$ cat config.mk
export PLATFORM = sky130hd
export DESIGN_NAME = uart_axil_regbank
export DESIGN_NICKNAME = d
export VERILOG_FILES = /design/src/rtl/uart_axil_regbank.sv
export SDC_FILE = /design/constraint.sdc
export NUM_CORES = 1
export LEC_CHECK = 0
export ABC_AREA = 1
export BUFFER_PORTS_ARGS = -buffer_cell sky130_fd_sc_hd__buf_4
export CAP_MARGIN = 5
export CORE_MARGIN = 1.5
export CORE_UTILIZATION = 50
export CTS_BUF_LIST = sky130_fd_sc_hd__clkbuf_4 sky130_fd_sc_hd__clkbuf_8
export DETAILED_ROUTE_END_ITERATION = 16
export PLACE_DENSITY = 0.68
export SYNTH_ARGS = -nofsm -noshare
export SYNTH_HDL_FRONTEND = slang
export SYNTH_SLANG_ARGS = --single-unit
$ cat constraint.sdc
create_clock -name S_AXI_ACLK -period 2.55 [get_ports S_AXI_ACLK]
set_clock_uncertainty 0.15 [all_clocks]
set_input_delay 0.1275 -clock S_AXI_ACLK [delete_from_list [all_inputs] [get_ports S_AXI_ACLK]]
set_output_delay 0.1275 -clock S_AXI_ACLK [all_outputs]
set_load 0.02 [all_outputs]
$ cat src/rtl/uart_axil_regbank.sv
// AXI4-Lite register bank fronting a UART transmitter: CTRL, LENGTH, STATUS and scratch registers.
// Define UART_AXIL_IRQ_EN to add the CTRL.IRQ_EN bit and the registered irq_o output.
module uart_axil_regbank #(
    parameter int C_S_AXI_DATA_WIDTH = 32,
    parameter int C_S_AXI_ADDR_WIDTH = 6,
    parameter int C_NUM_REGS         = 8,
    parameter int C_LEN_WIDTH        = 10
) (
    input  logic                            S_AXI_ACLK,
    input  logic                            S_AXI_ARESET,
    input  logic [C_S_AXI_ADDR_WIDTH-1:0]   S_AXI_AWADDR,
    input  logic [2:0]                      S_AXI_AWPROT,
    input  logic                            S_AXI_AWVALID,
    output logic                            S_AXI_AWREADY,
    input  logic [C_S_AXI_DATA_WIDTH-1:0]   S_AXI_WDATA,
    input  logic [C_S_AXI_DATA_WIDTH/8-1:0] S_AXI_WSTRB,
    input  logic                            S_AXI_WVALID,
    output logic                            S_AXI_WREADY,
    output logic [1:0]                      S_AXI_BRESP,
    output logic                            S_AXI_BVALID,
    input  logic                            S_AXI_BREADY,
    input  logic [C_S_AXI_ADDR_WIDTH-1:0]   S_AXI_ARADDR,
    input  logic [2:0]                      S_AXI_ARPROT,
    input  logic                            S_AXI_ARVALID,
    output logic                            S_AXI_ARREADY,
    output logic [C_S_AXI_DATA_WIDTH-1:0]   S_AXI_RDATA,
    output logic [1:0]                      S_AXI_RRESP,
    output logic                            S_AXI_RVALID,
    input  logic                            S_AXI_RREADY,
    output logic [C_LEN_WIDTH-1:0]          data_length_o,
    output logic                            sent_trig_o,
    input  logic                            tx_busy_i,
    input  logic                            tx_done_i
`ifdef UART_AXIL_IRQ_EN
    ,
    output logic                            irq_o
`endif
);
    localparam int IDXW = C_S_AXI_ADDR_WIDTH - 2;
    localparam logic [1:0] RESP_OKAY   = 2'b00;
    localparam logic [1:0] RESP_SLVERR = 2'b10;

    // Write channel FSM
    // state    | meaning
    // WR_INIT  | first cycle after reset, nothing accepted yet
    // WR_IDLE  | no address or data held
    // WR_ADDR  | address held, waiting for data
    // WR_DATA  | data held, waiting for address
    // WR_BOTH  | both held, register update happens at the next edge
    // WR_RESP  | BVALID high until BREADY
    typedef enum logic [2:0] {
        WR_INIT, WR_IDLE, WR_ADDR, WR_DATA, WR_BOTH, WR_RESP
    } wr_state_t;

    wr_state_t wr_state, wr_next;
    logic aw_ready, w_ready, b_valid, commit;
    logic aw_hs, w_hs, ar_hs, ar_ready;

    logic [IDXW-1:0] wr_idx;
    logic [31:0]     w_data_q;
    logic [3:0]      w_strb_q;
    logic [1:0]      b_resp_q;

    logic [C_LEN_WIDTH-1:0] len_q;
    logic [31:0]            len_ext;
    logic                   done_q, ovr_q, sent_trig_q, ctrl_irq_en;
    logic [31:0]            scratch_q [3:C_NUM_REGS-1];

    logic            wr_ok, send_req, clr_done, clr_ovr;
    logic [IDXW-1:0] rd_idx;
    logic            rd_ok;
    logic [31:0]     rd_val, r_data_q;
    logic            r_valid_q;
    logic [1:0]      r_resp_q;
    logic            unused_bits;

    assign aw_hs = S_AXI_AWVALID && aw_ready;
    assign w_hs  = S_AXI_WVALID && w_ready;

    always_ff @(posedge S_AXI_ACLK) begin
        if (S_AXI_ARESET) wr_state <= WR_INIT;
        else              wr_state <= wr_next;
    end

    always_comb begin
        wr_next = wr_state;
        case (wr_state)
            WR_INIT: wr_next = WR_IDLE;
            WR_IDLE: begin
                if (aw_hs && w_hs) wr_next = WR_BOTH;
                else if (aw_hs)    wr_next = WR_ADDR;
                else if (w_hs)     wr_next = WR_DATA;
            end
            WR_ADDR: if (w_hs)  wr_next = WR_BOTH;
            WR_DATA: if (aw_hs) wr_next = WR_BOTH;
            WR_BOTH: wr_next = WR_RESP;
            WR_RESP: if (S_AXI_BREADY) wr_next = WR_IDLE;
            default: wr_next = WR_IDLE;
        endcase
    end

    always_comb begin
        aw_ready = 1'b0;
        w_ready  = 1'b0;
        b_valid  = 1'b0;
        commit   = 1'b0;
        case (wr_state)
            WR_IDLE: begin aw_ready = 1'b1; w_ready = 1'b1; end
            WR_ADDR: w_ready  = 1'b1;
            WR_DATA: aw_ready = 1'b1;
            WR_BOTH: commit   = 1'b1;
            WR_RESP: b_valid  = 1'b1;
            default: ;
        endcase
    end

    function automatic logic [31:0] merge(input logic [31:0] old, input logic [31:0] data,
                                          input logic [3:0] strb);
        logic [31:0] res;
        for (int b = 0; b < 4; b++)
            res[8*b +: 8] = strb[b] ? data[8*b +: 8] : old[8*b +: 8];
        return res;
    endfunction

    always_comb begin
        wr_ok    = int'(wr_idx) < C_NUM_REGS;
        send_req = commit && (wr_idx == IDXW'(0)) && w_strb_q[0] && w_data_q[0];
        clr_done = commit && (wr_idx == IDXW'(2)) && w_strb_q[0] && w_data_q[1];
        clr_ovr  = commit && (wr_idx == IDXW'(2)) && w_strb_q[0] && w_data_q[2];
    end

    always_ff @(posedge S_AXI_ACLK) begin
        if (S_AXI_ARESET) begin
            wr_idx      <= '0;
            w_data_q    <= '0;
            w_strb_q    <= '0;
            b_resp_q    <= RESP_OKAY;
            len_q       <= '0;
            done_q      <= 1'b0;
            ovr_q       <= 1'b0;
            sent_trig_q <= 1'b0;
            for (int i = 3; i < C_NUM_REGS; i++) scratch_q[i] <= '0;
        end else begin
            if (aw_hs) wr_idx <= S_AXI_AWADDR[C_S_AXI_ADDR_WIDTH-1:2];
            if (w_hs) begin
                w_data_q <= 32'(S_AXI_WDATA);
                w_strb_q <= 4'(S_AXI_WSTRB);
            end
            sent_trig_q <= send_req && !tx_busy_i;
            // A completion pulse beats a coincident write-1-to-clear.
            done_q <= tx_done_i || (done_q && !clr_done);
            ovr_q  <= (send_req && tx_busy_i) || (ovr_q && !clr_ovr);
            if (commit) begin
                b_resp_q <= wr_ok ? RESP_OKAY : RESP_SLVERR;
                if (wr_idx == IDXW'(1)) begin
                    for (int j = 0; j < C_LEN_WIDTH; j++)
                        if (w_strb_q[j/8]) len_q[j] <= w_data_q[j];
                end
                for (int i = 3; i < C_NUM_REGS; i++)
                    if (wr_idx == IDXW'(i))
                        scratch_q[i] <= merge(scratch_q[i], w_data_q, w_strb_q);
            end
        end
    end

`ifdef UART_AXIL_IRQ_EN
    logic irq_en_q, irq_q;

    always_ff @(posedge S_AXI_ACLK) begin
        if (S_AXI_ARESET) begin
            irq_en_q <= 1'b0;
            irq_q    <= 1'b0;
        end else begin
            if (commit && (wr_idx == IDXW'(0)) && w_strb_q[0]) irq_en_q <= w_data_q[1];
            irq_q <= irq_en_q && (done_q || ovr_q);
        end
    end

    assign ctrl_irq_en = irq_en_q;
    assign irq_o       = irq_q;
`else
    assign ctrl_irq_en = 1'b0;
`endif

    assign rd_idx   = S_AXI_ARADDR[C_S_AXI_ADDR_WIDTH-1:2];
    assign ar_ready = !r_valid_q && (wr_state != WR_INIT);
    assign ar_hs    = S_AXI_ARVALID && ar_ready;

    always_comb begin
        len_ext = '0;
        len_ext[C_LEN_WIDTH-1:0] = len_q;
        rd_ok  = int'(rd_idx) < C_NUM_REGS;
        rd_val = '0;
        if (rd_idx == IDXW'(0))      rd_val = {30'd0, ctrl_irq_en, 1'b0};
        else if (rd_idx == IDXW'(1)) rd_val = len_ext;
        else if (rd_idx == IDXW'(2)) rd_val = {29'd0, ovr_q, done_q, tx_busy_i};
        else begin
            for (int i = 3; i < C_NUM_REGS; i++)
                if (rd_idx == IDXW'(i)) rd_val = scratch_q[i];
        end
    end

    // Sampled at the AR edge, so a same-edge write commit is not yet visible.
    always_ff @(posedge S_AXI_ACLK) begin
        if (S_AXI_ARESET) begin
            r_valid_q <= 1'b0;
            r_data_q  <= '0;
            r_resp_q  <= RESP_OKAY;
        end else if (ar_hs) begin
            r_valid_q <= 1'b1;
            r_data_q  <= rd_val;
            r_resp_q  <= rd_ok ? RESP_OKAY : RESP_SLVERR;
        end else if (r_valid_q && S_AXI_RREADY) begin
            r_valid_q <= 1'b0;
        end
    end

    assign S_AXI_AWREADY = aw_ready;
    assign S_AXI_WREADY  = w_ready;
    assign S_AXI_BVALID  = b_valid;
    assign S_AXI_BRESP   = b_resp_q;
    assign S_AXI_ARREADY = ar_ready;
    assign S_AXI_RVALID  = r_valid_q;
    assign S_AXI_RDATA   = C_S_AXI_DATA_WIDTH'(r_data_q);
    assign S_AXI_RRESP   = r_resp_q;
    assign data_length_o = len_q;
    assign sent_trig_o   = sent_trig_q;

    assign unused_bits = ^{S_AXI_AWPROT, S_AXI_ARPROT, S_AXI_AWADDR[1:0], S_AXI_ARADDR[1:0]};

endmodule

Yosys cells after proc, flatten, opt, wreduce, memory -nomap -nowiden. Memories as Yosys holds them, arrays and structs flattened. Cells that the tools add are included.

Bits in registers: 93. Memories: 1. Bits of input ports: 63. RAM bits: 160. Word-level logic and storage cells: 146. Output and inout port bits: 52.

Memory list: scratch_q (depth 5, width 32, read ports 5, clocked after Yosys merged registers in 0, wr ports 5, RTL line 67) `logic [31:0] scratch_q [3:C_NUM_REGS-1];`.

Order comparisons: 2. Muxes and demuxes: 70. Equal/unequal tests: 23. Reductions and logical operators: 32. Bitwise logic cells: 5.

Operators with widths (count): $mux 32 (13); $mux 8 (20); $eq 4x3->1 const B (8); $mux 1 (28); $mux 3 (6); $logic_and 1x1->1 (17); $eq 4x2->1 const B (4); $pmux 3 s5 (1); $eq 4x1->1 const B (2); $logic_not 4->1 (2); $lt 4x4->1 const B (2); $eq 3x2->1 const B (2); $eq 3x3->1 const B (2); $ne 2x2->1 const B (3); $reduce_and 3->1 (2); $or 1x1->1 (5); $logic_not 1->1 (4); $mux 2 (2); $ne 4x4->1 const B (1); $reduce_and 4->1 (1); $reduce_or 2->1 (2); $eq 3x1->1 const B (1); $reduce_bool 3->1 (1); $logic_or 1x1->1 (2); $reduce_bool 2->1 (1).

Longest topological paths before layout. Gate-level depths: netlist of run 1.

Word-level depth: 9. Mapped depth: 12.

Least setup slack after synthesis of run 1. No wires, ideal clock.

Path kind: reg2reg. Start point: register wr_state[0]. End point: register, netlist name scratch_q[0][128]. Period minus slack after synthesis: 2224 ps. Path slack: 326 ps. Cell stages (with the launch flop): 6. Library setup time: 384 ps. Path buffers: 0. Data arrival time: 1690 ps. Path through: dfxtp_1 > nor2_2 > nand2_2 > nor3_4 > nand2_1 > o21ai_0.

RTL lines: from (decl) (RTL line 55) `wr_state_t wr_state, wr_next;`; from (signal assigned) (RTL line 82) `else wr_state <= wr_next;`.

==> run_summary.xml, run 1 <==
<?xml version="1.0" encoding="UTF-8"?>
<metrics>
  <group name="critical_path">
    <metric name="crit_required" unit="ns">2.82</metric>
    <metric name="critical_path_peak_fanout" unit="">31</metric>
    <metric name="timing_worst_setup_path_type" unit="">primary input to flop</metric>
    <metric name="critical_path.endpoint_type" unit="">flop</metric>
    <metric name="critPathArrivalTime" unit="ns">2.73</metric>
    <metric name="critPathLaunchType" unit="">primary input</metric>
  </group>
  <group name="place">
    <metric name="place.gp.congestion" unit="">0.823</metric>
    <metric name="pre_cts_ws" unit="ns">0.306</metric>
    <metric name="detailedPlacementHpwl" unit="um">16700</metric>
    <metric name="buffer_ports.inserted" unit="">102</metric>
  </group>
  <group name="die">
    <metric name="start_util" unit="">0.513</metric>
    <metric name="dieWidth" unit="um">148</metric>
    <metric name="rows" unit="">52</metric>
    <metric name="placeableCoreArea" unit="sq um">20400</metric>
    <metric name="design.die.area" unit="sq um">21800</metric>
    <metric name="die-height" unit="um">148</metric>
    <metric name="design.portCount" unit="">115</metric>
  </group>
  <group name="timing">
    <metric name="post-route-period-util" unit="">0.965</metric>
    <metric name="fin_worst_hold_slack" unit="ns">0.0983</metric>
    <metric name="final.min_clock_period" unit="ns">2.46</metric>
    <metric name="post-route-worst-setup-slack" unit="ns">0.0896</metric>
    <metric name="final-max-slew-violation-count" unit="">0</metric>
    <metric name="report.final.setup_viol" unit="">0</metric>
    <metric name="max_slew_margin" unit="">0.597</metric>
    <metric name="fmax" unit="MHz">406</metric>
    <metric name="finalHoldViolations" unit="">0</metric>
    <metric name="max_slew.worst_pin.slew" unit="ns">0.602</metric>
  </group>
  <group name="global_route">
    <metric name="global_route.overflow_total" unit="">0</metric>
    <metric name="grt_pass1_vias" unit="">7718</metric>
    <metric name="grt_max_degree" unit="">36</metric>
    <metric name="antenna_found_initial" unit="">0</metric>
    <metric name="grt_use_total" unit="">0.228</metric>
    <metric name="grt_pass1_wl" unit="um">39000</metric>
  </group>
  <group name="synthesis">
    <metric name="synth_top_area_cell" unit="">sky130_fd_sc_hd__edfxtp_1</metric>
    <metric name="post_synth_most_frequent_cells" unit="">sky130_fd_sc_hd__nor2_1 (220), sky130_fd_sc_hd__nand2_1 (210), sky130_fd_sc_hd__edfxtp_1 (160), sky130_fd_sc_hd__a21oi_1 (115), sky130_fd_sc_hd__dfxtp_1 (91)</metric>
    <metric name="synth.distinct_cells" unit="">29</metric>
    <metric name="main_area_contributors_after_synthesis" unit="">sky130_fd_sc_hd__edfxtp_1 (46%), sky130_fd_sc_hd__dfxtp_1 (17%), sky130_fd_sc_hd__nor2_1 (7.9%)</metric>
    <metric name="synthesis.yosys.warnings" unit="">0</metric>
    <metric name="synth-main-ff-cell" unit="">sky130_fd_sc_hd__edfxtp_1</metric>
    <metric name="syn-mean-instance-area" unit="sq um">9.28</metric>
    <metric name="syn_inst" unit="">1126</metric>
    <metric name="post-synth-top-count-cell" unit="">sky130_fd_sc_hd__nor2_1</metric>
    <metric name="synth-async-reset-ratio" unit="">0</metric>
    <metric name="postSynthRegisterBits" unit="">251</metric>
    <metric name="yosysTopAreaCellShare" unit="">0.460</metric>
    <metric name="syn-cell-area" unit="sq um">10500</metric>
    <metric name="synth_sequential_area_ratio" unit="">0.634</metric>
    <metric name="synth-edff-count" unit="">160</metric>
  </group>
  <group name="cells_and_area">
    <metric name="area_growth_syn_to_layout" unit="%">25.2</metric>
    <metric name="num_antenna_cells" unit="">0</metric>
    <metric name="final_net_count" unit="">1378</metric>
    <metric name="drive_gt1_frac" unit="">0.190</metric>
    <metric name="layout.core_utilization" unit="">0.642</metric>
  </group>
  <group name="clock_tree">
    <metric name="worst_setup_hold_path_clk_slew" unit="ns">0.06</metric>
    <metric name="clock_sink_count" unit="">251</metric>
    <metric name="tritoncts.num_buffers" unit="">41</metric>
    <metric name="h_tree_depth" unit="">2</metric>
    <metric name="worstSkewPairLatency" unit="ns">0.54</metric>
    <metric name="cts-root-to-sink-buffers" unit="">3</metric>
    <metric name="cts.root.buffer_cell" unit="">sky130_fd_sc_hd__clkbuf_8</metric>
    <metric name="cts_tree" unit="">done</metric>
  </group>
  <group name="power">
    <metric name="total_leakage_power" unit="nW">5.27</metric>
    <metric name="report.power.total" unit="mW">10.2</metric>
    <metric name="power.density_cell_area" unit="nW/um^2">776</metric>
    <metric name="worst_case_vdd_ir_drop" unit="V">0.000556</metric>
  </group>
  <group name="drt">
    <metric name="remaining_drc_errors" unit="">0</metric>
    <metric name="num_vias" unit="">8161</metric>
    <metric name="wl_per_cell" unit="um">15.1</metric>
    <metric name="drt_iter0_drc" unit="">626</metric>
    <metric name="drt-vias-per-instance" unit="">5.05</metric>
    <metric name="final_antenna_net_count" unit="">0</metric>
    <metric name="first_pass_iters" unit="">5</metric>
    <metric name="totalWireLength" unit="um">24400</metric>
  </group>
  <group name="worst_hold_path">
    <metric name="timing.hold.worst.class" unit="">primary input to flop</metric>
  </group>
  <group name="run">
    <metric name="drv.max_cap_violation_count" unit="">0</metric>
  </group>
  <group name="status">
    <metric name="outcome" unit="">finished, final reports clean</metric>
  </group>
</metrics>
-- metal layers --
| layer | GRT usage | share of wire | vias up |
|---|---|---|---|
| li1 | - | - | 4134 |
| met1 | 0.318 | 0.45 | 3722 |
| met2 | 0.368 | 0.46 | 273 |
| met3 | 0.0426 | 0.077 | 32 |
| met4 | 0.0600 | 0.014 | 0 |
| met5 | 0 | 0 | - |
-- state kept, by name, indices dropped and copies added, names as in the netlist --
signal         flops
S_AXI_BRESP        1
S_AXI_RDATA       32
S_AXI_RRESP        1
S_AXI_RVALID       1
data_length_o     10
done_q             1
ovr_q              1
scratch_q        160
sent_trig_o        1
w_data_q          32
w_strb_q           4
wr_idx             4
wr_state           3
-- placed cells by master (no fill, tap or decap), types with 2 or more instances in the layout --
cell type / n
sky130_fd_sc_hd__clkinv_1: 6
sky130_fd_sc_hd__or2_0: 4
sky130_fd_sc_hd__nand3_1: 56
sky130_fd_sc_hd__or2_2: 15
sky130_fd_sc_hd__nor2_2: 3
sky130_fd_sc_hd__nand2_2: 3
sky130_fd_sc_hd__o21ai_1: 12
sky130_fd_sc_hd__clkbuf_8: 50
sky130_fd_sc_hd__a31oi_1: 2
sky130_fd_sc_hd__buf_4: 148
sky130_fd_sc_hd__clkbuf_4: 13
sky130_fd_sc_hd__dlygate4sd3_1: 59
sky130_fd_sc_hd__clkinv_2: 4
sky130_fd_sc_hd__clkinvlp_4: 2
sky130_fd_sc_hd__inv_1: 57
sky130_fd_sc_hd__nand2_1: 210
sky130_fd_sc_hd__buf_12: 2
sky130_fd_sc_hd__nand4_1: 4
sky130_fd_sc_hd__nor3_1: 3
sky130_fd_sc_hd__a21oi_1: 115
sky130_fd_sc_hd__a21oi_2: 2
sky130_fd_sc_hd__inv_2: 4
sky130_fd_sc_hd__edfxtp_1: 160
sky130_fd_sc_hd__nor2_4: 2
sky130_fd_sc_hd__nand3_2: 2
sky130_fd_sc_hd__o21ai_0: 88
sky130_fd_sc_hd__dfxtp_2: 2
sky130_fd_sc_hd__conb_1: 2
sky130_fd_sc_hd__dfxtp_1: 89
sky130_fd_sc_hd__nor2_1: 219
-- kinds of logic (layout without fill, tap and decap cells) --
kind of cell / after synthesis / count (layout) / synth area share
simple gates: 525 / 525 / 0.206
buf+inv: 129 / 347 / 0.0533
compound gates: 220 / 220 / 0.107
flops: 251 / 251 / 0.634
other cells: 1 / 2 / 0.000359
-- power by group --
group | internal [mW] | total [mW] | switching, mW | leakage (nW)
Clock | 1.96 | 3.47 | 1.51 | 0.439
Sequential | 4.65 | 4.78 | 0.125 | 2.39
Combinational | 0.613 | 1.91 | 1.30 | 2.43
-- stage by stage --
| stage | cell area, sq um | TNS, ns | instances |
|---|---|---|---|
| after floorplan | 10500 | 0 | 1127 |
| after global placement | 11600 | 0 | 1482 |
| after detailed placement | 11600 | 0 | 1482 |
| after CTS | 13100 | 0 | 1615 |
| after global routing | 13100 | -0.000453 | 1615 |
| final | 13100 | 0 | 1615 |
-- timing repair --
| item | 4_1_cts | 5_1_grt |
|---|---|---|
| buffers inserted | 0 | 1 |
| endpoints found under the setup margin | 0 | 4 |
| gates resized for setup | 0 | 9 |
| hold buffers | 60 | 0 |
| endpoints found under the hold margin | 59 | 0 |
-- critical path, cell delays in order --
cell and delay (ns):
sky130_fd_sc_hd__dlygate4sd3_1 0.52, sky130_fd_sc_hd__buf_4 0.26, sky130_fd_sc_hd__clkinv_2 0.27, sky130_fd_sc_hd__buf_6 0.26
sky130_fd_sc_hd__o21ai_0 0.10, sky130_fd_sc_hd__dlygate4sd3_1 0.58, sky130_fd_sc_hd__a21oi_1 0.05, sky130_fd_sc_hd__dlygate4sd3_1 0.56
-- final cells by class --
cell class	count	area (sq um)
multi-input combinational	747	3290
tap	270	338
sequential	251	6630
inverter	64	244
timing repair buffer	210	1750
clock inverter	10	48.8
clock buffer	63	786
fill	1693	7280
-- path summary, 6_finish.rpt --
| path | from | to | slack [ns] | depth (start not counted) |
|---|---|---|---|---|
| worst max-delay path | S_AXI_ARESET | wr_idx[2] | 0.09 | 8 |
| worst min-delay path | S_AXI_ARADDR[4] | S_AXI_RDATA[0] | 0.1 | 6 |
| worst max register to register | wr_state[2] | wr_idx[2] | 0.11 | 7 |
| worst min register to register | S_AXI_RDATA[25] | S_AXI_RDATA[25] | 0.31 | 2 |
Note: power is estimated with default switching activity, not from simulation.
==> inputs of run 2 (changes only) <==
--- a/config.mk
+++ b/config.mk
@@ -5,14 +5,14 @@
 export SDC_FILE = /design/constraint.sdc
 export NUM_CORES = 1
 export LEC_CHECK = 0
-export ABC_AREA = 1
 export BUFFER_PORTS_ARGS = -buffer_cell sky130_fd_sc_hd__buf_4
 export CAP_MARGIN = 5
-export CORE_MARGIN = 1.5
+export CORE_MARGIN = 3
 export CORE_UTILIZATION = 50
 export CTS_BUF_LIST = sky130_fd_sc_hd__clkbuf_4 sky130_fd_sc_hd__clkbuf_8
 export DETAILED_ROUTE_END_ITERATION = 16
-export PLACE_DENSITY = 0.68
+export MAX_ROUTING_LAYER = met4
+export PLACE_DENSITY = 0.67
 export SYNTH_ARGS = -nofsm -noshare
 export SYNTH_HDL_FRONTEND = slang
 export SYNTH_SLANG_ARGS = --single-unit
==> run 2 against run 1 <==
Net effect: total power is 11% lower; fmax up 4.2%; first-iteration DRC count increased by 7.2%; via count increased by 3.4%; global-route usage increased by 2.1 points; sequential share of layout area is 2.8 points lower; register-to-register slack better by 0.08 ns; largest cell class unchanged; highest routed layer unchanged.
==> run_summary.xml, run 2 <==
<?xml version="1.0" encoding="UTF-8"?>
<metrics>
  <group name="die">
    <metric name="design.portCount" unit="">115</metric>
    <metric name="dieWidth" unit="um">155</metric>
    <metric name="rows" unit="">54</metric>
    <metric name="design.die.area" unit="sq um">24100</metric>
    <metric name="die-height" unit="um">155</metric>
    <metric name="placeableCoreArea" unit="sq um">21900</metric>
    <metric name="start_util" unit="">0.510</metric>
  </group>
  <group name="critical_path">
    <metric name="timing_worst_setup_path_type" unit="">flop to flop</metric>
    <metric name="worstPathCellList" unit="">or4b_4 &gt; nor4b_2 &gt; a21boi_0 &gt; o21a_1 &gt; dlygate4sd3_1</metric>
    <metric name="worst_reg_to_reg_setup_slack" unit="ns">0.19</metric>
    <metric name="critical_path_peak_fanout" unit="">4</metric>
    <metric name="critical_path.endpoint_type" unit="">flop</metric>
    <metric name="critPathBufInv" unit="">1</metric>
    <metric name="worst-r2r-cell-count" unit="">5</metric>
    <metric name="critPathLaunchType" unit="">flop</metric>
    <metric name="worst_setup_path_endpoint" unit="">done_q</metric>
    <metric name="critical-path-max-stage-delay" unit="ns">0.58</metric>
    <metric name="r2r_start" unit="">wr_state[0]</metric>
    <metric name="crit_start" unit="">wr_state[0]</metric>
    <metric name="family_of_cells_with_the_greatest_summed_delay_on_the_critical_path" unit="">simple AND/OR/NAND/NOR gates</metric>
    <metric name="timing.critical_path.depth" unit="">5</metric>
    <metric name="crit-reg2reg-capture" unit="">done_q</metric>
    <metric name="critPathArrivalTime" unit="ns">2.64</metric>
    <metric name="crit_slowest_cell" unit="">sky130_fd_sc_hd__or4b_4</metric>
    <metric name="crit_required" unit="ns">2.83</metric>
  </group>
  <group name="place">
    <metric name="pre_cts_ws" unit="ns">0.185</metric>
    <metric name="buffer_ports.inserted" unit="">102</metric>
    <metric name="place.gp.congestion" unit="">0.821</metric>
    <metric name="detailedPlacementHpwl" unit="um">18900</metric>
  </group>
  <group name="timing">
    <metric name="post-route-worst-setup-slack" unit="ns">0.188</metric>
    <metric name="finalSetupTns" unit="ns">0</metric>
    <metric name="fmax" unit="MHz">423</metric>
    <metric name="final-max-slew-violation-count" unit="">0</metric>
    <metric name="max_slew_margin" unit="">0.270</metric>
    <metric name="max_slew.worst_pin.slew" unit="ns">1.09</metric>
    <metric name="rsz_0062_raised_after_global_routing" unit="">false</metric>
    <metric name="finalHoldViolations" unit="">0</metric>
    <metric name="report.final.setup_viol" unit="">0</metric>
    <metric name="post-route-period-util" unit="">0.926</metric>
    <metric name="fin_worst_hold_slack" unit="ns">0.0753</metric>
    <metric name="final.min_clock_period" unit="ns">2.36</metric>
  </group>
  <group name="synthesis">
    <metric name="synth_sequential_area_ratio" unit="">0.594</metric>
    <metric name="syn_inst" unit="">1017</metric>
    <metric name="postSynthRegisterBits" unit="">251</metric>
    <metric name="post-synth-top-count-cell" unit="">sky130_fd_sc_hd__edfxtp_1</metric>
    <metric name="synth_top_area_cell" unit="">sky130_fd_sc_hd__edfxtp_1</metric>
    <metric name="synth-async-reset-ratio" unit="">0</metric>
    <metric name="syn-cell-area" unit="sq um">11200</metric>
    <metric name="post_synth_most_frequent_cells" unit="">sky130_fd_sc_hd__edfxtp_1 (160), sky130_fd_sc_hd__and2_1 (140), sky130_fd_sc_hd__nand2_1 (119), sky130_fd_sc_hd__dfxtp_1 (91), sky130_fd_sc_hd__clkbuf_1 (72)</metric>
    <metric name="yosysTopAreaCellShare" unit="">0.431</metric>
    <metric name="syn-mean-instance-area" unit="sq um">11.0</metric>
    <metric name="synth-edff-count" unit="">160</metric>
    <metric name="synth.distinct_cells" unit="">55</metric>
    <metric name="synth-main-ff-cell" unit="">sky130_fd_sc_hd__edfxtp_1</metric>
    <metric name="synthesis.yosys.warnings" unit="">0</metric>
    <metric name="main_area_contributors_after_synthesis" unit="">sky130_fd_sc_hd__edfxtp_1 (43%), sky130_fd_sc_hd__dfxtp_1 (16%), sky130_fd_sc_hd__and2_1 (7.8%)</metric>
  </group>
  <group name="cells_and_area">
    <metric name="fillers" unit="">1786</metric>
    <metric name="area_of_the_multi_input_gates" unit="sq um">4160</metric>
    <metric name="drive_gt1_frac" unit="">0.198</metric>
    <metric name="layout_common_cells" unit="">sky130_fd_sc_hd__edfxtp_1 (160), sky130_fd_sc_hd__buf_4 (141), sky130_fd_sc_hd__and2_1 (140)</metric>
    <metric name="num_antenna_cells" unit="">0</metric>
    <metric name="max_ffs_per_register" unit="">160</metric>
    <metric name="final_net_count" unit="">1245</metric>
    <metric name="most_common_cell_after_layout_fill_and_taps_aside" unit="">sky130_fd_sc_hd__edfxtp_1</metric>
    <metric name="max_flop_register" unit="">scratch_q</metric>
    <metric name="area_growth_syn_to_layout" unit="%">24.0</metric>
    <metric name="seq_area" unit="sq um">6630</metric>
  </group>
  <group name="power">
    <metric name="total_leakage_power" unit="nW">5.61</metric>
    <metric name="power.density_cell_area" unit="nW/um^2">654</metric>
    <metric name="worst_case_vdd_ir_drop" unit="V">0.000355</metric>
  </group>
  <group name="clock_tree">
    <metric name="worst_setup_hold_path_clk_slew" unit="ns">0.06</metric>
    <metric name="cts-root-to-sink-buffers" unit="">3</metric>
    <metric name="cts.root.buffer_cell" unit="">sky130_fd_sc_hd__clkbuf_8</metric>
    <metric name="clock_sink_count" unit="">251</metric>
    <metric name="cts_tree" unit="">done</metric>
    <metric name="tritoncts.num_buffers" unit="">42</metric>
    <metric name="worstSkewPairLatency" unit="ns">0.55</metric>
    <metric name="h_tree_depth" unit="">2</metric>
  </group>
  <group name="drt">
    <metric name="num_vias" unit="">8442</metric>
    <metric name="drt-vias-per-instance" unit="">5.64</metric>
    <metric name="wl_per_cell" unit="um">19.3</metric>
    <metric name="totalWireLength" unit="um">28900</metric>
    <metric name="remaining_drc_errors" unit="">0</metric>
    <metric name="final_antenna_net_count" unit="">0</metric>
    <metric name="drt_iter0_drc" unit="">671</metric>
    <metric name="first_pass_iters" unit="">5</metric>
  </group>
  <group name="run">
    <metric name="drv.max_cap_violation_count" unit="">0</metric>
  </group>
  <group name="global_route">
    <metric name="grt_max_degree" unit="">48</metric>
    <metric name="grt_use_total" unit="">0.249</metric>
    <metric name="antenna_found_initial" unit="">0</metric>
    <metric name="global_route.overflow_total" unit="">0</metric>
    <metric name="grt_pass1_vias" unit="">8306</metric>
    <metric name="grt_pass1_wl" unit="um">45800</metric>
  </group>
  <group name="status">
    <metric name="outcome" unit="">finished, final reports clean</metric>
  </group>
  <group name="worst_hold_path">
    <metric name="timing.hold.worst.class" unit="">primary input to flop</metric>
  </group>
</metrics>
-- run 2: cell types whose count changed after synthesis, sizes merged, moves of 24 or more --
cell,previous run,this run
nor2,224,29
and2,1,140
nand2,213,119
o21ai,100,16
a21oi,117,54
nand3,58,3
clkbuf,25,73
inv,63,15
a21o,0,37
and3,1,34
buf,40,14
o22ai,0,24
-- run 2: worst min-delay path, cell delays in order --
cell and delay, ns:
sky130_fd_sc_hd__buf_4 0.21, sky130_fd_sc_hd__a22oi_1 0.10, sky130_fd_sc_hd__a2bb2oi_1 0.13, sky130_fd_sc_hd__o31ai_1 0.17
-- run 2: repair_timing --
action                                  in CTS  in global routing
endpoints found under the setup margin       0                 77
gates resized for setup                      0                  6
hold endpoints to repair                    65                  0
setup buffers                                0                  0
hold buffers                                61                  0
-- run 2: logic make-up (layout without fill, tap and decap cells) --
group	Yosys count	after routing	share of synthesized area
other cells	1	2	0.000336
compound gates	244	244	0.153
xor+xnor	1	1	0.000785
flops	251	251	0.594
simple gates	401	401	0.200
mux	17	17	0.0154
buf+inv	102	300	0.0364
-- run 2: metal layers --
metal,track usage,part of all wire,up-vias,wire length (um)
met2,0.388,0.46,293,13400
li1,-,-,4040,-
met1,0.350,0.45,4063,13100
met5,-,0,-,0
met3,0.0314,0.065,46,1890
met4,0.0642,0.018,0,516
-- run 2: power by group --
part	switching, mW	leakage, nW	internal, mW
registers	0.125	2.39	4.46
clock network	1.59	0.467	2.03
logic	0.487	2.75	0.368
-- run 2: per-stage QoR --
stage	std cells	area [sq um]	total power, mW	util
5_1_grt	1496	13800	9.41	0.632
4_1_cts	1496	13800	9.11	0.631
6_report	1496	13800	9.05	0.632
3_5_place_dp	1357	12300	5.43	0.563
2_1_floorplan	1018	11200	5.10	-
3_3_place_gp	1357	12300	5.42	0.563
-- run 2: final cells by class --
cell class,count,share of cell area
sequential,251,0.479
multi-input combinational,665,0.301
timing repair buffer,207,0.128
clock buffer,69,0.0587
tap,280,0.0253
clock inverter,9,0.00416
inverter,15,0.00407
-- run 2: how the worst min path moves through the flow --
stage,from,to,cells after the start
floorplan,tx_busy_i,sent_trig_o,1
global placement,tx_busy_i,sent_trig_o,2
detailed placement,tx_busy_i,sent_trig_o,2
CTS,S_AXI_ARADDR[3],S_AXI_RDATA[12],4
global route,S_AXI_ARADDR[3],S_AXI_RDATA[12],4
finish,S_AXI_ARADDR[3],S_AXI_RDATA[12],4
